`config.mk`:
```
export PLATFORM = sky130hd
export DESIGN_NAME = disp_arbiter_flat
export DESIGN_NICKNAME = d
export VERILOG_FILES = /design/src/rtl/disp_arbiter_if.sv /design/src/rtl/disp_arbiter.sv /design/src/flat_wrapper.sv
export SDC_FILE = /design/constraint.sdc
export NUM_CORES = 1
export LEC_CHECK = 0
export ABC_AREA = 1
export CAP_MARGIN = 0
export CELL_PAD_IN_SITES_DETAIL_PLACEMENT = 1
export CELL_PAD_IN_SITES_GLOBAL_PLACEMENT = 2
export CORE_MARGIN = 5
export CORE_UTILIZATION = 29
export CTS_BUF_LIST = sky130_fd_sc_hd__clkbuf_8
export CTS_CLUSTER_SIZE = 25
export DETAILED_ROUTE_END_ITERATION = 12
export PLACE_DENSITY = 0.86
export SYNTH_ARGS = -nofsm -noshare
export SYNTH_HDL_FRONTEND = slang
export SYNTH_SLANG_ARGS = --single-unit
```
`constraint.sdc`:
```
create_clock -name i_clk -period 1.75 [get_ports i_clk]
set_input_delay 0.35 -clock i_clk [delete_from_list [all_inputs] [get_ports i_clk]]
set_output_delay 0.35 -clock i_clk [all_outputs]
set_load 0.03 [all_outputs]
```
`src/rtl/disp_arbiter_if.sv`:
```
// Display bus bundle between the data producers and the arbiter that drives `display`.
// Producer side is master; the arbiter is slave.
interface disp_arbiter_if;
  logic [15:0] base_data;
  logic        req0;
  logic [15:0] ovl0_data;
  logic        req1;
  logic [15:0] ovl1_data;
  logic        blink_req;
  logic [15:0] data;
  logic [3:0]  digit_on;
  logic [1:0]  owner;
  logic        busy;

  modport master (
    output base_data, req0, ovl0_data, req1, ovl1_data, blink_req,
    input  data, digit_on, owner, busy
  );

  modport slave (
    input  base_data, req0, ovl0_data, req1, ovl1_data, blink_req,
    output data, digit_on, owner, busy
  );
endinterface

```
`src/rtl/disp_arbiter.sv`:
```
// Shares the display bus between a background value and two timed overlays (1 beats 0), and blinks the background.
// All outputs registered (state to output 1 cycle, base_data to data 1 cycle); requests are strobes, no backpressure.
module disp_arbiter #(
  parameter int unsigned HOLD_TICKS  = 75_000_000,
  parameter int unsigned BLINK_TICKS = 12_500_000
) (
  input  logic          i_clk,
  input  logic          i_rst_n,
  disp_arbiter_if.slave bus
);

  localparam int HW = (HOLD_TICKS  > 1) ? $clog2(HOLD_TICKS)  : 1;
  localparam int BW = (BLINK_TICKS > 1) ? $clog2(BLINK_TICKS) : 1;
  localparam logic [HW-1:0] HOLD_LOAD  = HW'(HOLD_TICKS - 1);
  localparam logic [BW-1:0] BLINK_LAST = BW'(BLINK_TICKS - 1);

  typedef enum logic [1:0] {
    ST_BASE  = 2'd0,
    ST_SHOW0 = 2'd1,
    ST_SHOW1 = 2'd2
  } state_t;

  state_t        r_state;
  logic [HW-1:0] r_hold;
  logic [15:0]   r_lat0;
  logic [15:0]   r_lat1;
  logic          r_pend;
  logic [BW-1:0] r_bcnt;
  logic          r_blit;
  logic [15:0]   r_data;
  logic [3:0]    r_digit;
  logic [1:0]    r_owner;
  logic          r_busy;

  state_t        w_nxt_state;
  logic [HW-1:0] w_nxt_hold;
  logic [15:0]   w_nxt_lat0;
  logic [15:0]   w_nxt_lat1;
  logic          w_nxt_pend;
  logic [BW-1:0] w_nxt_bcnt;
  logic          w_nxt_blit;
  logic [15:0]   w_nxt_data;
  logic [3:0]    w_nxt_digit;
  logic [1:0]    w_nxt_owner;
  logic          w_nxt_busy;
  logic          w_expired;
  logic          w_to_base;

  assign w_expired = (r_hold == '0);

  // Requests take priority over expiry: a strobe in the last cycle acts as if the overlay were still up.
  always_comb begin
    w_nxt_state = r_state;
    w_nxt_hold  = r_hold;
    w_nxt_lat0  = r_lat0;
    w_nxt_lat1  = r_lat1;
    w_nxt_pend  = r_pend;
    case (r_state)
      ST_BASE: begin
        if (bus.req1) begin
          w_nxt_state = ST_SHOW1;
          w_nxt_hold  = HOLD_LOAD;
          w_nxt_lat1  = bus.ovl1_data;
          if (bus.req0) begin
            w_nxt_lat0 = bus.ovl0_data;
            w_nxt_pend = 1'b1;
          end
        end else if (bus.req0) begin
          w_nxt_state = ST_SHOW0;
          w_nxt_hold  = HOLD_LOAD;
          w_nxt_lat0  = bus.ovl0_data;
        end
      end
      ST_SHOW0: begin
        if (bus.req1) begin
          w_nxt_state = ST_SHOW1;
          w_nxt_hold  = HOLD_LOAD;
          w_nxt_lat1  = bus.ovl1_data;
          if (bus.req0) begin
            w_nxt_lat0 = bus.ovl0_data;
            w_nxt_pend = 1'b1;
          end
        end else if (bus.req0) begin
          w_nxt_hold = HOLD_LOAD;
          w_nxt_lat0 = bus.ovl0_data;
        end else if (w_expired) begin
          w_nxt_state = ST_BASE;
        end else begin
          w_nxt_hold = r_hold - 1'b1;
        end
      end
      ST_SHOW1: begin
        if (bus.req1) begin
          w_nxt_hold = HOLD_LOAD;
          w_nxt_lat1 = bus.ovl1_data;
          if (bus.req0) begin
            w_nxt_lat0 = bus.ovl0_data;
            w_nxt_pend = 1'b1;
          end
        end else if (w_expired) begin
          if (bus.req0 || r_pend) begin
            w_nxt_state = ST_SHOW0;
            w_nxt_hold  = HOLD_LOAD;
            w_nxt_pend  = 1'b0;
            if (bus.req0) begin
              w_nxt_lat0 = bus.ovl0_data;
            end
          end else begin
            w_nxt_state = ST_BASE;
          end
        end else begin
          w_nxt_hold = r_hold - 1'b1;
          if (bus.req0) begin
            w_nxt_lat0 = bus.ovl0_data;
            w_nxt_pend = 1'b1;
          end
        end
      end
      default: begin
        w_nxt_state = ST_BASE;
      end
    endcase
  end

  assign w_to_base = (r_state != ST_BASE) && (w_nxt_state == ST_BASE);

  // Holding the phase at "lit, 0" while blink_req is low makes the rising edge start lit for free.
  always_comb begin
    w_nxt_bcnt = r_bcnt;
    w_nxt_blit = r_blit;
    if (!bus.blink_req || w_to_base) begin
      w_nxt_bcnt = '0;
      w_nxt_blit = 1'b1;
    end else if (r_bcnt == BLINK_LAST) begin
      w_nxt_bcnt = '0;
      w_nxt_blit = ~r_blit;
    end else begin
      w_nxt_bcnt = r_bcnt + 1'b1;
    end
  end

  always_comb begin
    w_nxt_data  = '0;
    w_nxt_owner = 2'd0;
    case (r_state)
      ST_BASE: begin
        w_nxt_data  = bus.base_data;
        w_nxt_owner = 2'd0;
      end
      ST_SHOW0: begin
        w_nxt_data  = r_lat0;
        w_nxt_owner = 2'd1;
      end
      ST_SHOW1: begin
        w_nxt_data  = r_lat1;
        w_nxt_owner = 2'd2;
      end
      default: begin
        w_nxt_data  = '0;
        w_nxt_owner = 2'd0;
      end
    endcase
    w_nxt_busy  = (r_state != ST_BASE);
    w_nxt_digit = (r_state == ST_BASE && bus.blink_req && !r_blit) ? 4'h0 : 4'hF;
  end

  always_ff @(posedge i_clk) begin
    if (!i_rst_n) begin
      r_state <= ST_BASE;
      r_hold  <= '0;
      r_lat0  <= '0;
      r_lat1  <= '0;
      r_pend  <= 1'b0;
      r_bcnt  <= '0;
      r_blit  <= 1'b1;
      r_data  <= '0;
      r_digit <= 4'hF;
      r_owner <= 2'd0;
      r_busy  <= 1'b0;
    end else begin
      r_state <= w_nxt_state;
      r_hold  <= w_nxt_hold;
      r_lat0  <= w_nxt_lat0;
      r_lat1  <= w_nxt_lat1;
      r_pend  <= w_nxt_pend;
      r_bcnt  <= w_nxt_bcnt;
      r_blit  <= w_nxt_blit;
      r_data  <= w_nxt_data;
      r_digit <= w_nxt_digit;
      r_owner <= w_nxt_owner;
      r_busy  <= w_nxt_busy;
    end
  end

  assign bus.data     = r_data;
  assign bus.digit_on = r_digit;
  assign bus.owner    = r_owner;
  assign bus.busy     = r_busy;

endmodule

```
`src/flat_wrapper.sv`:
```
// flat-port wrapper written by rule: the top's interface ports become plain ports
module disp_arbiter_flat 
#(
  parameter int unsigned HOLD_TICKS  = 75_000_000,
  parameter int unsigned BLINK_TICKS = 12_500_000
)
  (i_clk, i_rst_n, bus_base_data, bus_req0, bus_ovl0_data, bus_req1, bus_ovl1_data, bus_blink_req, bus_data, bus_digit_on, bus_owner, bus_busy);
  disp_arbiter_if bus_i ();
  input  logic i_clk;
  input  logic i_rst_n;
  input wire logic [$bits(bus_i.base_data)-1:0] bus_base_data;
  input wire logic [$bits(bus_i.req0)-1:0] bus_req0;
  input wire logic [$bits(bus_i.ovl0_data)-1:0] bus_ovl0_data;
  input wire logic [$bits(bus_i.req1)-1:0] bus_req1;
  input wire logic [$bits(bus_i.ovl1_data)-1:0] bus_ovl1_data;
  input wire logic [$bits(bus_i.blink_req)-1:0] bus_blink_req;
  output wire logic [$bits(bus_i.data)-1:0] bus_data;
  output wire logic [$bits(bus_i.digit_on)-1:0] bus_digit_on;
  output wire logic [$bits(bus_i.owner)-1:0] bus_owner;
  output wire logic [$bits(bus_i.busy)-1:0] bus_busy;
  assign bus_i.base_data = bus_base_data;
  assign bus_i.req0 = bus_req0;
  assign bus_i.ovl0_data = bus_ovl0_data;
  assign bus_i.req1 = bus_req1;
  assign bus_i.ovl1_data = bus_ovl1_data;
  assign bus_i.blink_req = bus_blink_req;
  assign bus_data = bus_i.data;
  assign bus_digit_on = bus_i.digit_on;
  assign bus_owner = bus_i.owner;
  assign bus_busy = bus_i.busy;
  disp_arbiter #(.HOLD_TICKS(HOLD_TICKS), .BLINK_TICKS(BLINK_TICKS)) u_core (.i_clk(i_clk), .i_rst_n(i_rst_n), .bus(bus_i));
endmodule
```
# Word-level counts from Yosys, hierarchy flattened
# Cells that the tools add are included.
word_totals:
  regBits: 110
  latchBits: 0
  ramBits: 0
  mem_bits_ro: 0
  input_bits: 53
  out_inout_bits: 23
  wordCells: 75
  mem_count: 0
op_classes:
  add_sub_neg: 2
  multipliers: 0
  div_mod_pow: 0
  n_lt_le_gt_ge: 0
  eq_ne: 7
  shifts: 0
  mux: 32
  bitwise: 2
  reduce_logical: 21
ops:
  columns: ["operator", "count"]
  rows:
  - ["27-bit two-way mux", 8]
  - ["27-bit one-hot mux with 3 select lines", 1]
  - ["16-bit two-way mux", 4]
  - ["16-bit one-hot mux with 3 select lines", 1]
  - ["16-bit one-hot mux with 2 select lines", 1]
  - ["27-bit logical NOT", 1]
  - ["27-bit by 1-bit subtractor with 27-bit output, second input constant", 1]
  - ["24-bit by 1-bit adder with 24-bit output, second input constant", 1]
  - ["24-bit == test, second input constant", 1]
  - ["2-bit two-way mux", 7]
  - ["4-bit inequality test, second input constant", 2]
  - ["1-bit two-way mux", 6]
  - ["2-bit one-hot mux with 3 select lines", 1]
  - ["3-bit OR reduction", 2]
  - ["2-bit logical NOT", 2]
  - ["4-bit two-way mux", 1]
  - ["2-bit one-hot mux with 2 select lines", 1]
  - ["2-bit AND reduction", 2]
  - ["4-bit AND reduction", 1]
  - ["2-bit nonzero test", 2]
  - ["2-bit OR reduction", 2]
  - ["1-bit logical AND", 3]
  - ["3-bit inequality test, second input constant", 1]
  - ["3-bit AND reduction", 1]
  - ["other kinds (8)", 11]

# Logic depth before layout (Yosys ltp)
# Gate-level depths: netlist (run 1).
depth:
  word_depth: 9
  mapped_depth: 16
  mapped_depth_nobuf: 15

# Worst setup path after synthesis (run 1)
# Ideal clock, no wire load.
synth_timing:
  path_kind: "flip-flop to flip-flop"
  startpoint: "reg u_core.r_hold[0]"
  endpoint: "reg u_core.r_bcnt[10]"
  setup_time_ps: 121
  t_arrival_ps: 1780
  required_time_ps: 1629
  path_slack_ps: -151
  stages_incl_launch_ff: 15
  n_path_buf: 1
  synth_period_minus_slack_ps: 1901
  cell_sequence: "dfxtp_1 > inv_1 > ha_1 > nand2_2 > nor2_8 > nand3_4 > nor2_4 > nand2_1 > nand2_1 > nand3_2 > a21oi_2 > nand2_2 > nand3_4 > buf_12 > nor2_4"
synth_between:
  elab_chain_cells: 9
  word_cells_on_any_way: 11
  cone_classes: "mux: 6; reduce/logical: 5"
synth_lines:
  columns: ["element", "line", "text"]
  rows:
  - ["from (decl)", "disp_arbiter.sv:24", "logic [HW-1:0] r_hold;"]
  - ["from (signal assigned)", "disp_arbiter.sv:182", "r_hold <= w_nxt_hold;"]
  - ["27-bit logical NOT (*)", "disp_arbiter.sv:49", "assign w_expired = (r_hold == '0);"]
  - ["2-bit two-way mux", "disp_arbiter.sv:86", "end else if (w_expired) begin"]
  - ["2-bit two-way mux", "disp_arbiter.sv:83", "end else if (bus.req0) begin"]
  - ["2-bit two-way mux", "disp_arbiter.sv:75", "if (bus.req1) begin"]
  - ["2-bit one-hot mux with 3 select lines (*)", "disp_arbiter.sv:58", "case (r_state)"]
  - ["2-bit logical NOT (*)", "disp_arbiter.sv:125", "assign w_to_base = (r_state != ST_BASE) && (w_nxt_state == ST_BASE);"]
  - ["1-bit logical AND (*)", "disp_arbiter.sv:125", null]
  - ["1-bit logical OR (*)", "disp_arbiter.sv:131", "if (!bus.blink_req || w_to_base) begin"]
  - ["3-bit OR reduction (no line) (*)", null, null]
  - ["to (signal assigned)", "disp_arbiter.sv:186", "r_bcnt <= w_nxt_bcnt;"]
  - ["to (decl)", "disp_arbiter.sv:28", "logic [BW-1:0] r_bcnt;"]
# Mark *: on every way between the ends. The rest lies on a longest branch, timed or not.
# A chain may end at the register's enable or synchronous reset.

# Worst setup path in the final report (run 1)
layout_timing:
  startpoint: "reg u_core.r_hold[2]"
  endpoint: "reg u_core.r_bcnt[20]"
# The elaborated chain is that of the path after synthesis.

==> results of run 1 <==
layout make-up:
class / count / area [µm²] / area share [%]
multi-input cells: 512 / 3025 / 38.17
flip-flops and latches: 107 / 2152 / 27.15
repair buffers: 208 / 1844 / 23.27
inverters: 108 / 407.9 / 5.147
well taps: 234 / 292.8 / 3.694
clock buffers: 10 / 137.6 / 1.737
clock inverters: 6 / 65.06 / 0.8210
registers in the layout (all words and copies together), names as in the netlist, 2 cells and up:
signal / flops
u_core.r_bcnt: 24
u_core.bus.data: 16
u_core.r_hold: 27
u_core.r_state: 2
u_core.bus.owner: 2
u_core.r_lat1: 16
u_core.r_lat0: 16
cell usage after synthesis, types with 2 or more instances:
| cell | n | area (µm²) |
|---|---|---|
| a31oi_1 | 12 | 75.07 |
| nor3_1 | 14 | 70.07 |
| o211ai_1 | 17 | 127.6 |
| nand2_1 | 138 | 518.0 |
| nand3b_1 | 2 | 15.01 |
| nand3_2 | 3 | 30.03 |
| clkbuf_1 | 17 | 63.81 |
| xnor2_1 | 8 | 70.07 |
| inv_2 | 5 | 18.77 |
| inv_1 | 103 | 386.6 |
| buf_4 | 3 | 22.52 |
| buf_2 | 7 | 35.03 |
| nor2_2 | 8 | 50.05 |
| buf_1 | 3 | 11.26 |
| nand3_1 | 32 | 160.2 |
| xor2_1 | 27 | 236.5 |
| ha_1 | 6 | 75.07 |
| dfxtp_1 | 107 | 2142 |
| nor2_1 | 91 | 341.6 |
| nor2_4 | 22 | 247.7 |
| a22oi_1 | 2 | 15.01 |
| nand2_2 | 6 | 37.54 |
| nor4_1 | 4 | 25.02 |
| nand4_1 | 11 | 68.82 |
| buf_12 | 2 | 40.04 |
| nand3_4 | 3 | 52.55 |
| a21oi_1 | 35 | 175.2 |
| o21ai_0 | 61 | 305.3 |
| o21ai_1 | 2 | 10.01 |
metal layers:
| metal | up-vias | global-route usage, % | wire length, µm |
|---|---|---|---|
| met2 | 75 | 28.29 | 8460 |
| met4 | 0 | 5.589 | 285 |
| met3 | 18 | 3.004 | 582 |
| met5 | - | 0 | 0 |
| li1 | 2787 | - | - |
| met1 | 2616 | 19.44 | 8012 |
path summary, 6_finish.rpt:
path,startpoint,endpoint,slack [ps]
max,u_core.r_hold[2]$_SDFFE_PN0P_,u_core.r_bcnt[20]$_SDFF_PP0_,-260
min,i_rst_n,u_core.r_hold[2]$_SDFFE_PN0P_,330
max reg2reg,u_core.r_hold[2]$_SDFFE_PN0P_,u_core.r_bcnt[20]$_SDFF_PP0_,-260
min reg2reg,u_core.r_lat0[15]$_SDFFE_PN0P_,u_core.r_lat0[15]$_SDFFE_PN0P_,460
kinds of logic after synthesis:
kind of cell / Yosys count
flops: 107
buf+inv: 142
fa+ha+maj: 6
simple gates: 340
xor+xnor: 35
compound gates: 131
timing repair:
| action | 4_1_cts | 5_1_grt |
|---|---|---|
| resized for setup | 34 | 42 |
| setup buffers | 9 | 7 |
| endpoints found under the setup margin | 88 | 71 |
| pin swaps | 0 | 13 |
| endpoints found under the hold margin | 0 | 0 |
| cloned | 1 | 1 |
tightest hold or removal path: cells and delay by family:
family	cells	cell delay, ps
AOI/OAI and AO/OA	2	140
buffers and inverters	1	180
power groups by stage:
stage	Clock (W)	Combinational, W	Sequential (W)
floorplan	0	0.00111	0.00290
global placement	0	0.00219	0.00279
detailed placement	0	0.00223	0.00280
CTS	0.00170	0.00230	0.00274
global route	0.00178	0.00266	0.00277
finish	0.00164	0.00243	0.00275
metrics by stage:
step | power (W) | hold slack (ps)
floorplan | 0.004001 | 429.9
detailed placement | 0.005029 | 446.5
finish | 0.006820 | 331.4
global route | 0.007215 | 338.1
global placement | 0.004983 | 438.6
CTS | 0.006748 | 305.4
==> results.cfg, run 1 <==
[cells_and_area]
layout_commonest_cell = nand2_1
areaGrowthSynthToFinish_pct = 43.40
layout-drive-gt1-share_pct = 26.08
nFillCells = 2319
diodes = 0
final_cell_mix = nand2_1, buf_4, inv_1, dfxtp_1, nor2_1
final_cell_area_um2 = 7925
utilization_pct = 42.37
nNetsFinal = 1005
stdcell_count = 1185

[timing]
fmax_mhz = 498.6
setup_tns_ps = -12890
slew_headroom_pct = 76.29
finalCritPeriodShare_pct = 114.6
fin_ws_ps = -255.8
setup_viol = 68
rsz0062_at_grt = true
min_period_ps = 2006
tightest_slew_ps = 355.6
maxSlewViolCount = 0
skew_ps = 15.19
finalHoldViolCount = 0

[global_routing]
grt_pass1_vias = 5815
grt_pass1_wl_mm = 28.64
grt_max_degree = 33
grt_use_total_pct = 16.01
grt.overflow.total = 0
antenna_found_initial = 0

[clocking]
clkSlewWorstSetupHoldPaths_ps = 110
htree_num_levels = 3
clk_path_buf_depth = 2
cts.sinks = 107
clk_latency_ps = 380
cts_tree = built
numCtsBuffers = 9
cts-hold-fix-buffers = 0
cts-root-buf = clkbuf_8

[floorplanning]
fp.dieArea_um2 = 21920
initial_utilization_pct = 29.55
pin_count = 76
coreArea_um2 = 18710
rows = 50
fp.dieH_um = 148.0
fp.dieW_um = 148.0

[logic_synthesis]
synth_compound_area_share_pct = 13.09
synth-edff-count = 0
yosysSeqAreaShare_pct = 38.76
synthAdderAreaFrac_pct = 1.358
synth-simple-area-share_pct = 30.50
synthXorXnorAreaFrac_pct = 5.547
synthFlopType = dfxtp_1
ys_ff_latch = 107
synth_mux_area_share_pct = 0
synth_top_family_by_area = simple AND/OR/NAND/NOR gates
syn_area_um2 = 5527
synth_fp_nets = 820
yosysUniqueCellTypes = 39
yosysWarnings = 0
syn_inst = 761
ys_async_sr_fraction_pct = 0
syn_area_per_cell_um2 = 7.262

[power]
p_int_w = 0.004439
peakVddDrop_uv = 429.5
p_leak_nw = 3.417
netSwitchingFraction_pct = 34.92
power-per-cell-area_nw_per_um2 = 860.5
p_switching_w = 0.002381
clock_power_share_pct = 24.1
pwr-share-comb_pct = 35.6
seqPwrFrac_pct = 40.3

[critical_path]
endpoint_kind = flop
crit_required_ps = 2090
critPathKind = reg2reg
path_buf_inv = 2
rr_worst_depth = 14
crit_chain = nor2_2 -> nand2_4 -> nor2_8 -> nand3_4 -> nor2_4 -> nand4_1 -> nand2_1 -> inv_1 -> nand2_1 -> nand2_2 -> nand2_2 -> nand3_4 -> clkbuf_16 -> nor2_4
critPathMaxStageDelay_ps = 380
cp_max_fo = 6
cp_slowest_cell = dfxtp_1
cp-start-kind = flop
worstPathArrival_ps = 2340
critical_path_depth = 14
crit_family = simple AND/OR/NAND/NOR gates

[detailed_routing]
vias = 5496
drt-initial-drc-count = 126
post_drt_wl_per_cell_um = 14.63
viasPerCell = 4.638
ant_nets = 0
drcViolationCount = 0
wl_mm = 17.34
firstDrtPassIters = 4

[min_path]
hold_depth = 3
min_path_type = in2reg

[placed_design]
hpwlAfterDp_mm = 13.11
gp_congestion = 0.8332
post-place-ws_ps = -321.1
placed_area_um2 = 7393
port_buffers = 75
dp.cells = 1151

[outcome]
status = complete, but fails checks
failed_checks = negative setup slack

[job]
drv_cap = 0
(Power assumes the default switching activity.)
==> run 2, diff against run 1 <==
--- a/config.mk
+++ b/config.mk
@@ -18,3 +18,4 @@
 export SYNTH_ARGS = -nofsm -noshare
 export SYNTH_HDL_FRONTEND = slang
 export SYNTH_SLANG_ARGS = --single-unit
+export TNS_END_PERCENT = 20
==> constraint.sdc (replaced) <==
create_clock -name i_clk -period 1.75 [get_ports i_clk]
set_input_delay 0.35 -clock i_clk [delete_from_list [all_inputs] [get_ports i_clk]]
set_output_delay 0.35 -clock i_clk [all_outputs]
set_load 0.005 [all_outputs]
==> run 2 against run 1 <==
  * Via count fell by 0.35%
  * The flow still finishes with violations (negative setup slack)
  * Utilization up 0.52 points
  * Combinational power about the same
  * Critical path depth stayed put
  * Total power is the same
  * Global-route usage is 0.43 points higher
==> results.cfg, run 2 (synthesis results as in run 1) <==
[critical_path]
rr_startpoint = u_core.r_hold[0]$_SDFFE_PN0P_
reg2reg_to = u_core.r_hold[23]$_SDFFE_PN0P_
cp_slowest_cell = dfxtp_2
crit_chain = inv_2 -> ha_4 -> nand2_4 -> nor2_8 -> buf_4 -> nand3_2 -> nor2_4 -> nand4_4 -> nand3_4 -> inv_6 -> buf_12 -> nand2_1 -> xor2_1 -> nor2_1
worstPathArrival_ps = 2250
rrSetupSlack_ps = -210
cp_max_fo = 7
cp-start-kind = flop
critPathMaxStageDelay_ps = 340
critPathKind = reg2reg
crit_required_ps = 2040
rr_worst_depth = 14
endpoint_kind = flop

[timing]
min_period_ps = 1958
tightest_slew_ps = 345.3
finalHoldViolCount = 0
slew_headroom_pct = 76.98
maxSlewViolCount = 0
finalCritPeriodShare_pct = 111.9
rsz0062_at_grt = true
fin_ws_ps = -208.3
fmax_mhz = 510.6
setup_viol = 68
skew_ps = 20.49

[min_path]
hold_start = i_rst_n
hold_depth = 3
holdPathEnd = u_core.r_hold[14]$_SDFFE_PN0P_
min_path_type = in2reg

[floorplanning]
coreArea_um2 = 18710
fp.dieArea_um2 = 21920
fp.dieW_um = 148.0
pin_count = 76
initial_utilization_pct = 29.55
rows = 50
fp.dieH_um = 148.0

[clocking]
cts-root-buf = clkbuf_8
clk_latency_ps = 400
numCtsBuffers = 9
cts_tree = built
clkSlewWorstSetupHoldPaths_ps = 120
htree_num_levels = 3
cts.sinks = 107
clk_path_buf_depth = 2

[global_routing]
grt_pass1_vias = 5974
grt.overflow.total = 0
antenna_found_initial = 0
grt_max_degree = 33
grt_pass1_wl_mm = 29.37
grt_use_total_pct = 16.44

[detailed_routing]
vias = 5477
viasPerCell = 4.587
drcViolationCount = 0
wl_mm = 17.57
drt-initial-drc-count = 212
firstDrtPassIters = 4
ant_nets = 0
post_drt_wl_per_cell_um = 14.72

[cells_and_area]
areaGrowthSynthToFinish_pct = 45.14
regMostFlops = u_core.r_hold
reg_top3 = u_core.r_hold: 27 flops, u_core.r_bcnt: 24 flops
final_cell_area_um2 = 8021
diodes = 0
final_cell_mix = nand2_1, buf_4, dfxtp_1
nNetsFinal = 1014
layout-drive-gt1-share_pct = 26.46
largest_reg_flops = 27
layout_commonest_cell = nand2_1

[job]
drv_cap = 0

[placed_design]
gp_congestion = 0.8026
port_buffers = 75
placed_area_um2 = 7488
hpwlAfterDp_mm = 13.25

[power]
total_power_w = 0.006820
p_leak_nw = 3.403
power-per-cell-area_nw_per_um2 = 850.2
peakVddDrop_uv = 416.1

[outcome]
failed_checks = negative setup slack
status = complete, but fails checks
-- run 2: power by group --
part / switching [W] / internal (W) / total (W)
combinational: 0.00128 / 0.00116 / 0.00244
sequential: 0.000114 / 0.00264 / 0.00275
clock: 0.00105 / 0.000576 / 0.00162
total: 0.00244 / 0.00438 / 0.00682
-- run 2: worst max path at each step --
stage | start | end | cells past startpoint
6_report | u_core.r_hold[0]$_SDFFE_PN0P_ | u_core.r_hold[23]$_SDFFE_PN0P_ | 14
5_1_grt | u_core.r_hold[15]$_SDFFE_PN0P_ | u_core.r_bcnt[6]$_SDFF_PP0_ | 14
4_1_cts | u_core.r_hold[1]$_SDFFE_PN0P_ | u_core.r_bcnt[23]$_SDFF_PP0_ | 14
3_5_place_dp | bus_req1 | u_core.r_bcnt[13]$_SDFF_PP0_ | 10
3_3_place_gp | bus_req1 | u_core.r_bcnt[11]$_SDFF_PP0_ | 10
2_1_floorplan | u_core.r_bcnt[0]$_SDFF_PP0_ | u_core.r_bcnt[18]$_SDFF_PP0_ | 10
-- run 2: critical path, delay by kind of cell (launching register included) --
kind,cells,cell delay [ps]
flip-flops,1,340
AND/OR/NAND/NOR,8,810
adder cells (fa/ha/maj),1,150
XOR/XNOR,1,140
buffers and inverters,4,390
-- run 2: cell type report --
type / count / area (µm²)
fillers: 2282 / 10680
flip-flops and latches: 107 / 2148
repair buffers: 217 / 1932
well taps: 234 / 292.8
inverters: 108 / 410.4
clock buffers: 9 / 123.9
multi-input cells: 512 / 3034
clock inverters: 7 / 80.08
-- run 2: layer usage --
metal | up-vias | GRT usage [%] | share of wire (%)
li1 | 2805 | - | -
met1 | 2576 | 19.72 | 44
met2 | 81 | 29.87 | 51
met3 | 15 | 3.893 | 4.0
met4 | 0 | 3.464 | 1.0
met5 | - | 0 | 0
-- run 2: what timing repair did --
item | 4_1_cts | 5_1_grt
endpoints found under the setup margin | 68 | 73
pin swaps | 7 | 7
gates resized for setup | 41 | 23
gates cloned | 1 | 1
buffers inserted | 9 | 3
hold buffers | 0 | 0
-- run 2: stage by stage --
stage | utilization (%) | setup WS (ps) | hold slack [ps] | setup TNS, ps | cells
2_1_floorplan | - | -14.39 | 429.9 | -172.8 | 761
3_3_place_gp | 40.03 | -272.3 | 440.2 | -13640 | 1164
3_5_place_dp | 40.03 | -339.6 | 446.7 | -18350 | 1164
4_1_cts | 42.21 | -208.4 | 350.5 | -10220 | 1190
5_1_grt | 42.88 | -364.4 | 363.3 | -20560 | 1194
6_report | 42.88 | -208.3 | 361.0 | -9624 | 1194
